<file path="src/rtl/axi_master_arbiter_if.sv">
// rtl/axi_master_arbiter_if.sv - request, bus handshake and select bundle for the N:1 AXI master arbiter
interface axi_master_arbiter_if #(
    parameter int M_WIDTH = 2
);
    localparam int N = 1 << M_WIDTH;

    logic [N-1:0]       m_wr_req;
    logic [N-1:0]       m_rd_req;
    logic               bus_wr_addr_valid;
    logic               bus_wr_addr_ready;
    logic               bus_wr_data_valid;
    logic               bus_wr_data_ready;
    logic               bus_wr_data_last;
    logic               bus_wr_back_valid;
    logic               bus_wr_back_ready;
    logic               bus_rd_addr_valid;
    logic               bus_rd_addr_ready;
    logic               bus_rd_data_valid;
    logic               bus_rd_data_ready;
    logic               bus_rd_data_last;
    logic [M_WIDTH-1:0] wr_addr_sel;
    logic [M_WIDTH-1:0] wr_data_sel;
    logic [M_WIDTH-1:0] wr_resp_sel;
    logic [M_WIDTH-1:0] rd_addr_sel;
    logic [M_WIDTH-1:0] rd_data_sel;
    logic               wr_busy;
    logic               rd_busy;

    modport slave (
        input  m_wr_req, m_rd_req,
        input  bus_wr_addr_valid, bus_wr_addr_ready,
        input  bus_wr_data_valid, bus_wr_data_ready, bus_wr_data_last,
        input  bus_wr_back_valid, bus_wr_back_ready,
        input  bus_rd_addr_valid, bus_rd_addr_ready,
        input  bus_rd_data_valid, bus_rd_data_ready, bus_rd_data_last,
        output wr_addr_sel, wr_data_sel, wr_resp_sel,
        output rd_addr_sel, rd_data_sel,
        output wr_busy, rd_busy
    );

    modport master (
        output m_wr_req, m_rd_req,
        output bus_wr_addr_valid, bus_wr_addr_ready,
        output bus_wr_data_valid, bus_wr_data_ready, bus_wr_data_last,
        output bus_wr_back_valid, bus_wr_back_ready,
        output bus_rd_addr_valid, bus_rd_addr_ready,
        output bus_rd_data_valid, bus_rd_data_ready, bus_rd_data_last,
        input  wr_addr_sel, wr_data_sel, wr_resp_sel,
        input  rd_addr_sel, rd_data_sel,
        input  wr_busy, rd_busy
    );
endinterface

</file>
<file path="src/rtl/axi_master_arbiter.sv">
// rtl/axi_master_arbiter.sv - independent round-robin write/read path owner for the N:1 AXI master switch
module axi_master_arbiter #(
    parameter int M_WIDTH = 2
) (
    input  logic                  clk,
    input  logic                  rstn,
    axi_master_arbiter_if.slave   arb
);
    localparam int N = 1 << M_WIDTH;

    typedef enum logic [1:0] {W_IDLE, W_XFER, W_RESP} w_state_t;
    typedef enum logic [1:0] {R_IDLE, R_ADDR, R_DATA} r_state_t;

    w_state_t           w_state, w_next;
    r_state_t           r_state, r_next;
    logic [M_WIDTH-1:0] wr_grant_q, wr_grant_d, wr_ptr, wr_ptr_d, wr_win, wr_sel;
    logic [M_WIDTH-1:0] rd_grant_q, rd_grant_d, rd_ptr, rd_ptr_d, rd_win, rd_sel;
    logic               aw_done, aw_done_d, w_done, w_done_d;
    logic               aw_hs, wl_hs, b_hs, ar_hs, rl_hs;

    // Lowest offset from ptr wins: scan downward so the last hit is the nearest one.
    function automatic logic [M_WIDTH-1:0] rr_pick(input logic [N-1:0] req,
                                                   input logic [M_WIDTH-1:0] ptr);
        logic [M_WIDTH-1:0] idx;
        rr_pick = ptr;
        for (int i = N - 1; i >= 0; i--) begin
            idx = ptr + M_WIDTH'(i);
            if (req[idx]) rr_pick = idx;
        end
    endfunction

    assign aw_hs = arb.bus_wr_addr_valid & arb.bus_wr_addr_ready;
    assign wl_hs = arb.bus_wr_data_valid & arb.bus_wr_data_ready & arb.bus_wr_data_last;
    assign b_hs  = arb.bus_wr_back_valid & arb.bus_wr_back_ready;
    assign ar_hs = arb.bus_rd_addr_valid & arb.bus_rd_addr_ready;
    assign rl_hs = arb.bus_rd_data_valid & arb.bus_rd_data_ready & arb.bus_rd_data_last;

    assign wr_win = rr_pick(arb.m_wr_req, wr_ptr);
    assign rd_win = rr_pick(arb.m_rd_req, rd_ptr);

    always_ff @(posedge clk or negedge rstn) begin
        if (!rstn) begin
            w_state    <= W_IDLE;
            r_state    <= R_IDLE;
            wr_grant_q <= '0;
            rd_grant_q <= '0;
            wr_ptr     <= '0;
            rd_ptr     <= '0;
            aw_done    <= 1'b0;
            w_done     <= 1'b0;
        end else begin
            w_state    <= w_next;
            r_state    <= r_next;
            wr_grant_q <= wr_grant_d;
            rd_grant_q <= rd_grant_d;
            wr_ptr     <= wr_ptr_d;
            rd_ptr     <= rd_ptr_d;
            aw_done    <= aw_done_d;
            w_done     <= w_done_d;
        end
    end

    always_comb begin
        w_next     = w_state;
        wr_grant_d = wr_grant_q;
        wr_ptr_d   = wr_ptr;
        aw_done_d  = aw_done;
        w_done_d   = w_done;
        wr_sel     = wr_grant_q;
        case (w_state)
            W_IDLE: begin
                if (|arb.m_wr_req) begin
                    wr_sel     = wr_win;
                    wr_grant_d = wr_win;
                    wr_ptr_d   = wr_win + 1'b1;
                    if (aw_hs && wl_hs) begin
                        w_next = W_RESP;
                    end else begin
                        w_next    = W_XFER;
                        aw_done_d = aw_hs;
                        w_done_d  = wl_hs;
                    end
                end
            end
            W_XFER: begin
                aw_done_d = aw_done | aw_hs;
                w_done_d  = w_done | wl_hs;
                if (aw_done_d && w_done_d) w_next = W_RESP;
            end
            W_RESP: begin
                if (b_hs) w_next = W_IDLE;
            end
            default: w_next = W_IDLE;
        endcase
    end

    always_comb begin
        r_next     = r_state;
        rd_grant_d = rd_grant_q;
        rd_ptr_d   = rd_ptr;
        rd_sel     = rd_grant_q;
        case (r_state)
            R_IDLE: begin
                if (|arb.m_rd_req) begin
                    rd_sel     = rd_win;
                    rd_grant_d = rd_win;
                    rd_ptr_d   = rd_win + 1'b1;
                    r_next     = ar_hs ? R_DATA : R_ADDR;
                end
            end
            R_ADDR: begin
                if (ar_hs) r_next = R_DATA;
            end
            R_DATA: begin
                if (rl_hs) r_next = R_IDLE;
            end
            default: r_next = R_IDLE;
        endcase
    end

    assign arb.wr_addr_sel = wr_sel;
    assign arb.wr_data_sel = wr_sel;
    assign arb.wr_resp_sel = wr_sel;
    assign arb.rd_addr_sel = rd_sel;
    assign arb.rd_data_sel = rd_sel;
    assign arb.wr_busy     = (w_state != W_IDLE);
    assign arb.rd_busy     = (r_state != R_IDLE);
endmodule

</file>
<file path="src/flat_wrapper.sv">
// flat-port wrapper written by rule: the top's interface ports become plain ports
module axi_master_arbiter_flat 
#(
    parameter int M_WIDTH = 2
)
  (clk, rstn, arb_m_wr_req, arb_m_rd_req, arb_bus_wr_addr_valid, arb_bus_wr_addr_ready, arb_bus_wr_data_valid, arb_bus_wr_data_ready, arb_bus_wr_data_last, arb_bus_wr_back_valid, arb_bus_wr_back_ready, arb_bus_rd_addr_valid, arb_bus_rd_addr_ready, arb_bus_rd_data_valid, arb_bus_rd_data_ready, arb_bus_rd_data_last, arb_wr_addr_sel, arb_wr_data_sel, arb_wr_resp_sel, arb_rd_addr_sel, arb_rd_data_sel, arb_wr_busy, arb_rd_busy);
  axi_master_arbiter_if #(.M_WIDTH(M_WIDTH)) arb_i ();
  input  logic clk;
  input  logic rstn;
  input wire logic [$bits(arb_i.m_wr_req)-1:0] arb_m_wr_req;
  input wire logic [$bits(arb_i.m_rd_req)-1:0] arb_m_rd_req;
  input wire logic [$bits(arb_i.bus_wr_addr_valid)-1:0] arb_bus_wr_addr_valid;
  input wire logic [$bits(arb_i.bus_wr_addr_ready)-1:0] arb_bus_wr_addr_ready;
  input wire logic [$bits(arb_i.bus_wr_data_valid)-1:0] arb_bus_wr_data_valid;
  input wire logic [$bits(arb_i.bus_wr_data_ready)-1:0] arb_bus_wr_data_ready;
  input wire logic [$bits(arb_i.bus_wr_data_last)-1:0] arb_bus_wr_data_last;
  input wire logic [$bits(arb_i.bus_wr_back_valid)-1:0] arb_bus_wr_back_valid;
  input wire logic [$bits(arb_i.bus_wr_back_ready)-1:0] arb_bus_wr_back_ready;
  input wire logic [$bits(arb_i.bus_rd_addr_valid)-1:0] arb_bus_rd_addr_valid;
  input wire logic [$bits(arb_i.bus_rd_addr_ready)-1:0] arb_bus_rd_addr_ready;
  input wire logic [$bits(arb_i.bus_rd_data_valid)-1:0] arb_bus_rd_data_valid;
  input wire logic [$bits(arb_i.bus_rd_data_ready)-1:0] arb_bus_rd_data_ready;
  input wire logic [$bits(arb_i.bus_rd_data_last)-1:0] arb_bus_rd_data_last;
  output wire logic [$bits(arb_i.wr_addr_sel)-1:0] arb_wr_addr_sel;
  output wire logic [$bits(arb_i.wr_data_sel)-1:0] arb_wr_data_sel;
  output wire logic [$bits(arb_i.wr_resp_sel)-1:0] arb_wr_resp_sel;
  output wire logic [$bits(arb_i.rd_addr_sel)-1:0] arb_rd_addr_sel;
  output wire logic [$bits(arb_i.rd_data_sel)-1:0] arb_rd_data_sel;
  output wire logic [$bits(arb_i.wr_busy)-1:0] arb_wr_busy;
  output wire logic [$bits(arb_i.rd_busy)-1:0] arb_rd_busy;
  assign arb_i.m_wr_req = arb_m_wr_req;
  assign arb_i.m_rd_req = arb_m_rd_req;
  assign arb_i.bus_wr_addr_valid = arb_bus_wr_addr_valid;
  assign arb_i.bus_wr_addr_ready = arb_bus_wr_addr_ready;
  assign arb_i.bus_wr_data_valid = arb_bus_wr_data_valid;
  assign arb_i.bus_wr_data_ready = arb_bus_wr_data_ready;
  assign arb_i.bus_wr_data_last = arb_bus_wr_data_last;
  assign arb_i.bus_wr_back_valid = arb_bus_wr_back_valid;
  assign arb_i.bus_wr_back_ready = arb_bus_wr_back_ready;
  assign arb_i.bus_rd_addr_valid = arb_bus_rd_addr_valid;
  assign arb_i.bus_rd_addr_ready = arb_bus_rd_addr_ready;
  assign arb_i.bus_rd_data_valid = arb_bus_rd_data_valid;
  assign arb_i.bus_rd_data_ready = arb_bus_rd_data_ready;
  assign arb_i.bus_rd_data_last = arb_bus_rd_data_last;
  assign arb_wr_addr_sel = arb_i.wr_addr_sel;
  assign arb_wr_data_sel = arb_i.wr_data_sel;
  assign arb_wr_resp_sel = arb_i.wr_resp_sel;
  assign arb_rd_addr_sel = arb_i.rd_addr_sel;
  assign arb_rd_data_sel = arb_i.rd_data_sel;
  assign arb_wr_busy = arb_i.wr_busy;
  assign arb_rd_busy = arb_i.rd_busy;
  axi_master_arbiter #(.M_WIDTH(M_WIDTH)) u_core (.clk(clk), .rstn(rstn), .arb(arb_i));
endmodule
</file>
<file path="config.mk">
export PLATFORM = sky130hd
export DESIGN_NAME = axi_master_arbiter_flat
export DESIGN_NICKNAME = d
export VERILOG_FILES = /design/src/rtl/axi_master_arbiter_if.sv /design/src/rtl/axi_master_arbiter.sv /design/src/flat_wrapper.sv
export SDC_FILE = /design/constraint.sdc
export NUM_CORES = 1
export LEC_CHECK = 0
export BUFFER_PORTS_ARGS = -buffer_cell sky130_fd_sc_hd__buf_4
export CAP_MARGIN = 10
export CORE_MARGIN = 2
export CORE_UTILIZATION = 45
export CTS_BUF_LIST = sky130_fd_sc_hd__clkbuf_8 sky130_fd_sc_hd__clkbuf_16
export CTS_CLUSTER_DIAMETER = 80
export DETAILED_ROUTE_END_ITERATION = 7
export PLACE_DENSITY = 0.71
export SYNTH_ARGS = -nofsm -noshare
export SYNTH_HDL_FRONTEND = slang
export SYNTH_SLANG_ARGS = --single-unit
</file>
<file path="constraint.sdc">
create_clock -name clk -period 2.8 [get_ports clk]
set_input_delay 0.56 -clock clk [delete_from_list [all_inputs] [get_ports clk]]
set_output_delay 0.56 -clock clk [all_outputs]
set_load 0.05 [all_outputs]
</file>
==> impl_metrics.ini, run 1 <==
[logic_synthesis]
syn_avg_cell_area_um2 = 8.64
synth.distinct_cells = 36
ys_warn_count = 0
netlist_area_um2 = 898
synth_edf_count = 0
ys.flop_type = dfrtp_1
async_flop_share_pct = 100
synth_nets = 126
ys_seq_area_share_pct = 39.0
ys_ff_latch = 14
synthCells = 104

[clocking]
post-cts-setup-buffers = 0
path_clk_slew_ps = 60
cts_tree = yes
postCtsHoldBufs = 0
clock_latency_ps = 250
cts_resized = 0
htree_levels = 1
clock_sinks = 14
clockBufferDepth = 2
cts_buffers = 3
clockRootBuffer = clkbuf_8

[layout]
nFillCells = 193
seqCellArea_um2 = 350
final_common_cell = buf_4
fin_nets = 156
multiInputGateArea_um2 = 480
final_cell_mix = buf_4, dfrtp_1, nand2_1
drive_above_1_share_pct = 35.3
antenna_cells = 0
syn_to_final_growth_pct = 31.2

[global_route]
antenna_found_initial = 0
first_global_vias = 770
gr-total-overflow = 0
grt_max_degree = 15
grt_pass1_wl_um = 3450
grtUsageTotal_pct = 19.0

[hold_path]
hp-class = primary input to async pin

[sta]
tightest_slew_ps = 314
post-route-min-period_ps = 2450
hold_violations = 0
setup_tns_ps = 0
max_slew_margin_pct = 79.0
fin_worst_skew_ps = 1.16
fin_crit_sh_pct = 87.4
rsz0062_at_grt = no
maxSlewViolCount = 0
max_freq_ghz = 0.409
final-setup-viol-count = 0
hold_ws_ps = 150

[setup_path]
crit_slowest_cell = or4_4
crit_type = primary input to primary output
path_cells = buf_4, or4_4, nand2b_2, nor2_2, a21o_1, buf_4
cpPeakStageDelay_ps = 560
crit_top_cell = buf_4
path_max_fanout = 9
cp_data_arrival_time_ps = 1890
reg2regPathDepth = 4
worstSetupStartpointType = primary input
cp.required_ps = 2240
end_kind = primary output

[drt]
routed_wl_um = 1930
routedWlPerCell_um = 12.0
drt_pre_antenna_iters = 4
vias_per_cell = 5.19
drtAntennaViolNets = 0
drt-initial-drc-count = 16
drc = 0
vias = 831

[power_and_ir_drop]
internal_power_uw = 720
powerDensity_nw_per_um2 = 1260
switching_share_pct = 51.4
p_clk_share_pct = 13.7
seq_power_share_pct = 25.6
p_comb_share_pct = 60.7
p_sw_uw = 761
peakVddDrop_v = 0.000901
p_leak_uw = 0.000552

[floorplan]
die-height_um = 48.7
start_util_pct = 46.7
num_rows = 16
dieArea_um2 = 2370
design.core.area_um2 = 1920
ios = 34
die_x_um = 48.7

[outcome]
status = complete, no violations

[placement]
portBuffers = 33
gp_congestion = 0.827
hpwlAfterDp_um = 1490

[run]
max-cap-violations = 0
==> worst paths after layout <==
path | from | endpoint | slack [ps]
worst max-delay path | arb_m_wr_req[0] | arb_wr_data_sel[0] | 350
worst min-delay path | rstn | u_core.wr_grant_q[1] | 150
worst max register to register | u_core.rd_ptr[1] | u_core.rd_grant_q[1] | 1360
worst min register to register | u_core.rd_grant_q[0] | u_core.rd_grant_q[0] | 510
max in group asynchronous | rstn | u_core.rd_ptr[1] | 2480
min in group clk | arb_bus_rd_addr_ready | u_core.r_state[0] | 490
==> cell families after synthesis <==
| group | share of synthesized area (%) |
|---|---|
| AOI/OAI and AO/OA | 22.4 |
| xor gates and xnor gates | 1.95 |
| buffers and inverters | 7.94 |
| DFF | 39.0 |
| muxes | 2.51 |
| and+or+nand+nor | 26.2 |
==> power by group through the flow <==
stage	registers (µW)	logic (µW)	clock network, µW
after global placement	379	894	0
after global routing	394	962	222
after CTS	376	907	209
after floorplan	346	777	0
final	380	899	203
after detailed placement	379	907	0
==> worst max-delay path, delay by kind of cell <==
family / cells / cell delay, ps
AOI/OAI and AO/OA: 1 / 190
buffers and inverters: 2 / 330
and+or+nand+nor: 3 / 810
==> per-layer routing <==
layer	up-vias	track usage [%]	part of all wire, %
met4	0	8.57	2.0
met3	4	4.94	5.2
met5	-	0	0
li1	425	-	-
met1	377	23.9	47
met2	25	30.6	46
==> synth_stat cells (all sizes together) (2+ instances only) <==
master / instances / share of area [%]
dfrtp: 14 / 39
nand2: 11 / 4.6
nor2: 11 / 4.9
a21oi: 10 / 5.6
o21ai: 9 / 5.4
buf: 7 / 6.3
nand2b: 5 / 3.8
inv: 3 / 1.3
nor2b: 3 / 2.1
a21o: 2 / 1.7
mux2: 2 / 2.5
nand3: 2 / 1.1
nand3b: 2 / 1.7
o22ai: 2 / 1.4
o31ai: 2 / 1.7
or2: 2 / 1.4
xnor2: 2 / 2.0
==> layout make-up <==
type                            count  share of cell area, %
Clock buffer                        4                   4.67
Multi-Input combinational cell     79                   40.8
Timing Repair Buffer               33                   21.0
Sequential cell                    14                   29.7
Inverter                            3                  0.955
Tap cell                           27                   2.87
==> sequential cells by signal, summed over array words and instances (netlist names) <==
signal / cells
u_core.wr_grant_q: 2
u_core.rd_grant_q: 2
u_core.wr_ptr: 2
u_core.rd_ptr: 2
u_core.w_state: 2
u_core.r_state: 2
u_core.aw_done: 1
u_core.w_done: 1
==> metrics by stage <==
stage,cells,total power (µW),util [%],worst slack [ps],cell area [µm²]
2_1_floorplan,104,1120,-,220,902
3_3_place_gp,156,1270,58.5,379,1120
3_5_place_dp,156,1290,58.5,351,1120
4_1_cts,160,1490,61.3,350,1180
5_1_grt,160,1580,61.3,263,1180
6_report,160,1480,61.3,353,1180
No activity file was read; power rests on OpenSTA's default activity.
==> inputs of run 2 (changes only) <==
--- a/config.mk
+++ b/config.mk
@@ -12,7 +12,9 @@
 export CTS_BUF_LIST = sky130_fd_sc_hd__clkbuf_8 sky130_fd_sc_hd__clkbuf_16
 export CTS_CLUSTER_DIAMETER = 80
 export DETAILED_ROUTE_END_ITERATION = 7
+export GPL_TIMING_DRIVEN = 0
 export PLACE_DENSITY = 0.71
+export RECOVER_POWER = 50
 export SYNTH_ARGS = -nofsm -noshare
 export SYNTH_HDL_FRONTEND = slang
 export SYNTH_SLANG_ARGS = --single-unit
==> run 2 against run 1 <==
  * Highest routed layer unchanged
  * Clock skew fell by 0.77 ps
  * Utilization rose by 1.8 points
  * Worst setup slack got worse by 160 ps
  * Total power rose by 3.0%
  * Flip-flop and latch count did not move
==> impl_metrics.ini, run 2 (synthesis gave the netlist of run 1 again) <==
[drt]
drtAntennaViolNets = 0
wl_met3_um = 122
wl_met2_um = 922
routed_wl_um = 1860
drt_pre_antenna_iters = 4
drt-met1-wl_um = 803
drt-initial-drc-count = 21
drc = 0
vias = 884
routedWlPerCell_um = 11.1
vias_per_cell = 5.29
top_layer = met4

[sta]
fin_worst_skew_ps = 0.392
post-route-min-period_ps = 2600
tightest_slew_ps = 750
hold_violations = 0
max_freq_ghz = 0.384
layout_setup_ws_ps = 195
rsz0062_at_grt = no
fin_crit_sh_pct = 93.0
max_slew_margin_pct = 50.0
setup_tns_ps = 0
maxSlewViolCount = 0
final-setup-viol-count = 0

[power_and_ir_drop]
fin_total_pwr_uw = 1530
powerDensity_nw_per_um2 = 1260
peakVddDrop_v = 0.000781
p_leak_uw = 0.000573

[clocking]
cts_buffers = 3
clock_latency_ps = 240
postCtsHoldBufs = 0
htree_levels = 1
clockRootBuffer = clkbuf_8
clock_sinks = 14
cts_tree = yes
clockBufferDepth = 2
cts_resized = 0
path_clk_slew_ps = 60
post-cts-setup-buffers = 0

[floorplan]
die_x_um = 48.7
die-height_um = 48.7
start_util_pct = 46.7
design.core.area_um2 = 1920
num_rows = 16
dieArea_um2 = 2370
ios = 34

[run]
max-cap-violations = 0

[placement]
gp_congestion = 0.856
portBuffers = 33
post-place-ws_ps = 199
hpwlAfterDp_um = 1470
place_inst = 164

[layout]
seqCellArea_um2 = 350
instances_no_fill = 167
syn_to_final_growth_pct = 35.1
nFillCells = 197
antenna_cells = 0
final_cell_mix = buf_4, dfrtp_1, nand2_1
multiInputGateArea_um2 = 477
final_common_cell = buf_4
drive_above_1_share_pct = 35.7
fin_nets = 164

[setup_path]
end_kind = primary output
cp.required_ps = 2240
crit_type = primary input to primary output
crit_top_cell = buf_4
path_max_fanout = 9
cpPeakStageDelay_ps = 570
cp_data_arrival_time_ps = 2040
path_cells = buf_4, or4_4, nand2b_2, buf_6, nand2_1, o21ai_0, buf_4, buf_4
worstSetupStartpointType = primary input
crit_slowest_cell = or4_4

[hold_path]
hp-class = primary input to async pin

[global_route]
grt_max_degree = 15
gr-total-overflow = 0
grtUsageTotal_pct = 17.5
antenna_found_initial = 0
grt_pass1_wl_um = 3300
first_global_vias = 838

[outcome]
status = complete, no violations
[run 2: final timing paths]
| path | from | endpoint | slack, ps | depth (start not counted) |
|---|---|---|---|---|
| setup / recovery | arb_m_wr_req[0] | arb_wr_data_sel[1] | 200 | 8 |
| hold / removal | rstn | u_core.wr_grant_q[1] | 360 | 1 |
| setup reg to reg | u_core.w_state[0] | u_core.wr_grant_q[1] | 1270 | 4 |
| hold reg to reg | u_core.aw_done | u_core.aw_done | 510 | 2 |
| max in group asynchronous | rstn | u_core.rd_grant_q[0] | 1970 | 1 |
| min in group clk | arb_bus_rd_addr_ready | u_core.r_state[0] | 500 | 2 |
[run 2: through the flow]
step	hold slack [ps]	instance area, µm²	util [%]
6_report	360	1210	63.2
5_1_grt	413	1210	63.2
4_1_cts	162	1220	63.7
3_5_place_dp	420	1180	61.6
3_3_place_gp	420	1180	61.6
2_1_floorplan	264	902	-
[run 2: cell type report]
cell class	instances	share of cell area, %
multi-input combinational	79	39.3
sequential	14	28.9
timing repair buffer	33	19.8
buffer	8	4.95
clock buffer	3	3.40
tap	27	2.78
inverter	3	0.928
[run 2: per-layer routing]
metal,up-vias,global-route usage [%]
li1,437,-
met1,415,20.4
met2,30,31.3
met3,2,3.70
met4,0,6.67
met5,-,0
[run 2: power breakdown]
group / total [µW] / switching (µW) / leakage, µW / internal, µW
logic: 1000 / 622 / 0.000383 / 380
clock network: 161 / 66.3 / 0.0000216 / 94.9
registers: 363 / 70.7 / 0.000169 / 293
[run 2: worst max-delay path: cells and delay by family]
kind,cells,cell delay [ps]
simple gates,3,720
buf+inv,4,620
compound gates,1,150
==> inputs of run 3 (changes only) <==
--- a/config.mk
+++ b/config.mk
@@ -9,8 +9,8 @@
 export CAP_MARGIN = 10
 export CORE_MARGIN = 2
 export CORE_UTILIZATION = 45
-export CTS_BUF_LIST = sky130_fd_sc_hd__clkbuf_8 sky130_fd_sc_hd__clkbuf_16
 export CTS_CLUSTER_DIAMETER = 80
+export CTS_CLUSTER_SIZE = 30
 export DETAILED_ROUTE_END_ITERATION = 7
 export GPL_TIMING_DRIVEN = 0
 export PLACE_DENSITY = 0.71
==> run 3 against run 2 <==
  * Register-to-register slack improved by 20 ps
  * Non-clock buffer count did not move
  * Die area did not move
  * Clock skew rose by 3.4 ps
  * Routed wire length is 1.8% lower
  * Critical endpoint is now arb_wr_resp_sel[0]
  * Highest routed layer unchanged
  * Combinational power hardly changed
  * Maximum frequency fell by 2.2%
  * Clock power decreased by 30%
  * Worst setup slack worse by 59 ps
  * Total power decreased by 3.1%
==> impl_metrics.ini, run 3 (synthesis gave the netlist of run 1 again) <==
[placement]
place_inst = 164
gp_congestion = 0.856
post-place-ws_ps = 199
hpwlAfterDp_um = 1470
portBuffers = 33

[drt]
vias = 867
drtAntennaViolNets = 0
routed_wl_um = 1830
drt-initial-drc-count = 17
drt_pre_antenna_iters = 4
routedWlPerCell_um = 10.9
vias_per_cell = 5.19
drc = 0

[layout]
syn_to_final_growth_pct = 33.0
antenna_cells = 0
nFillCells = 200
fin_nets = 164
final_cell_mix = buf_4, dfrtp_1, nand2_1
drive_above_1_share_pct = 35.7
final_common_cell = buf_4
instances_no_fill = 167

[clocking]
clockRootBuffer = clkbuf_4
clock_latency_ps = 280
clockBufferDepth = 2
clock_sinks = 14
cts_buffers = 3
postCtsHoldBufs = 0
cts_resized = 0
cts_tree = yes
htree_levels = 1
path_clk_slew_ps = 80
post-cts-setup-buffers = 0

[setup_path]
worstSetupStartpoint = arb_m_wr_req[0]
cp.required_ps = 2240
end_kind = primary output
path_max_fanout = 9
worstReg2RegEnd = u_core.rd_grant_q[1]
worst-path-stages = 8
crit_top_cell = buf_4
crit_type = primary input to primary output
reg2regPathDepth = 5
timing.rr.start = u_core.rd_ptr[1]
endpoint = arb_wr_resp_sel[0]
crit_slowest_cell = or4_1
ff2ff_setup_slack_ps = 1290
worstSetupStartpointType = primary input
cp_data_arrival_time_ps = 2100
crit_family = simple AND/OR/NAND/NOR gates
path_cells = buf_4, or4_1, nand2b_2, buf_6, nor2_2, a21o_1, buf_4, buf_4
crit_buf_inv = 4
cpPeakStageDelay_ps = 610

[global_route]
grt_pass1_wl_um = 3270
antenna_found_initial = 0
grtUsageTotal_pct = 17.5
grt_max_degree = 15
gr-total-overflow = 0
first_global_vias = 825

[power_and_ir_drop]
powerDensity_nw_per_um2 = 1240
fin_total_pwr_uw = 1480
p_leak_uw = 0.000565
peakVddDrop_v = 0.000777

[floorplan]
design.core.area_um2 = 1920
start_util_pct = 46.7
num_rows = 16
die-height_um = 48.7
ios = 34
dieArea_um2 = 2370
die_x_um = 48.7

[sta]
maxSlewViolCount = 0
fin_crit_sh_pct = 95.1
layout_setup_ws_ps = 137
hold_violations = 0
rsz0062_at_grt = no
max_freq_ghz = 0.375
setup_tns_ps = 0
tightest_slew_ps = 753
final-setup-viol-count = 0
post-route-min-period_ps = 2660
fin_worst_skew_ps = 3.78
max_slew_margin_pct = 49.8
hold_ws_ps = 316

[outcome]
status = complete, no violations

[hold_path]
hp-class = primary input to async pin

[run]
max-cap-violations = 0
==> run 3: cell count changes in the layout (fill, tap and decap cells not counted) <==
cell      change
clkbuf_4      +3
clkbuf_8      -3
o21ai_0       -1
o21ai_2       +1
or4_1         +1
or4_4         -1
==> run 3: per-stage QoR <==
step                area, µm²  utilization, %
finish                   1190            62.2
floorplan                 902               -
detailed placement       1180            61.6
global route             1190            62.2
CTS                      1210            62.8
global placement         1180            61.6
==> run 3: cell type report <==
cell class              instances  area [µm²]  area share [%]
multi-input cells              79         477            39.9
flip-flops and latches         14         350            29.3
plain buffers                   8        60.1            5.03
clock buffers                   3        22.5            1.88
well taps                      27        33.8            2.83
inverters                       3        11.3           0.942
repair buffers                 33         240            20.1
==> run 3: worst min path at each step <==
stage / startpoint / endpoint / slack (ps) / cells past startpoint
after floorplan: rstn / u_core.aw_done / 260 / 0
after global placement: rstn / u_core.wr_grant_q[1] / 420 / 1
after detailed placement: rstn / u_core.wr_grant_q[1] / 420 / 1
after CTS: rstn / u_core.wr_grant_q[1] / 110 / 1
after global routing: rstn / u_core.wr_grant_q[1] / 360 / 1
final: rstn / u_core.wr_grant_q[1] / 320 / 1
==> run 3: report_power, final <==
| group | total [µW] | switching, µW | internal (µW) |
|---|---|---|---|
| clock network | 112 | 62.5 | 49.8 |
| logic | 1010 | 623 | 383 |
| registers | 362 | 70.0 | 292 |
| total | 1480 | 755 | 724 |
==> run 3: worst reg2reg max path, stage by stage (launching register included) <==
cell and delay (ps):
dfrtp_1 360, clkbuf_1 170, or3_1 390, nand4b_1 100, nand2_1 80, mux2_2 290
==> run 3: metal layers <==
| metal | global-route usage [%] | share of wire, % | wire length (µm) | up-vias |
|---|---|---|---|---|
| li1 | - | - | - | 444 |
| met1 | 20.8 | 44 | 806 | 392 |
| met2 | 30.6 | 48 | 868 | 27 |
| met3 | 3.70 | 6.5 | 119 | 4 |
| met4 | 7.14 | 1.7 | 31 | 0 |
| met5 | 0 | 0 | 0 | - |
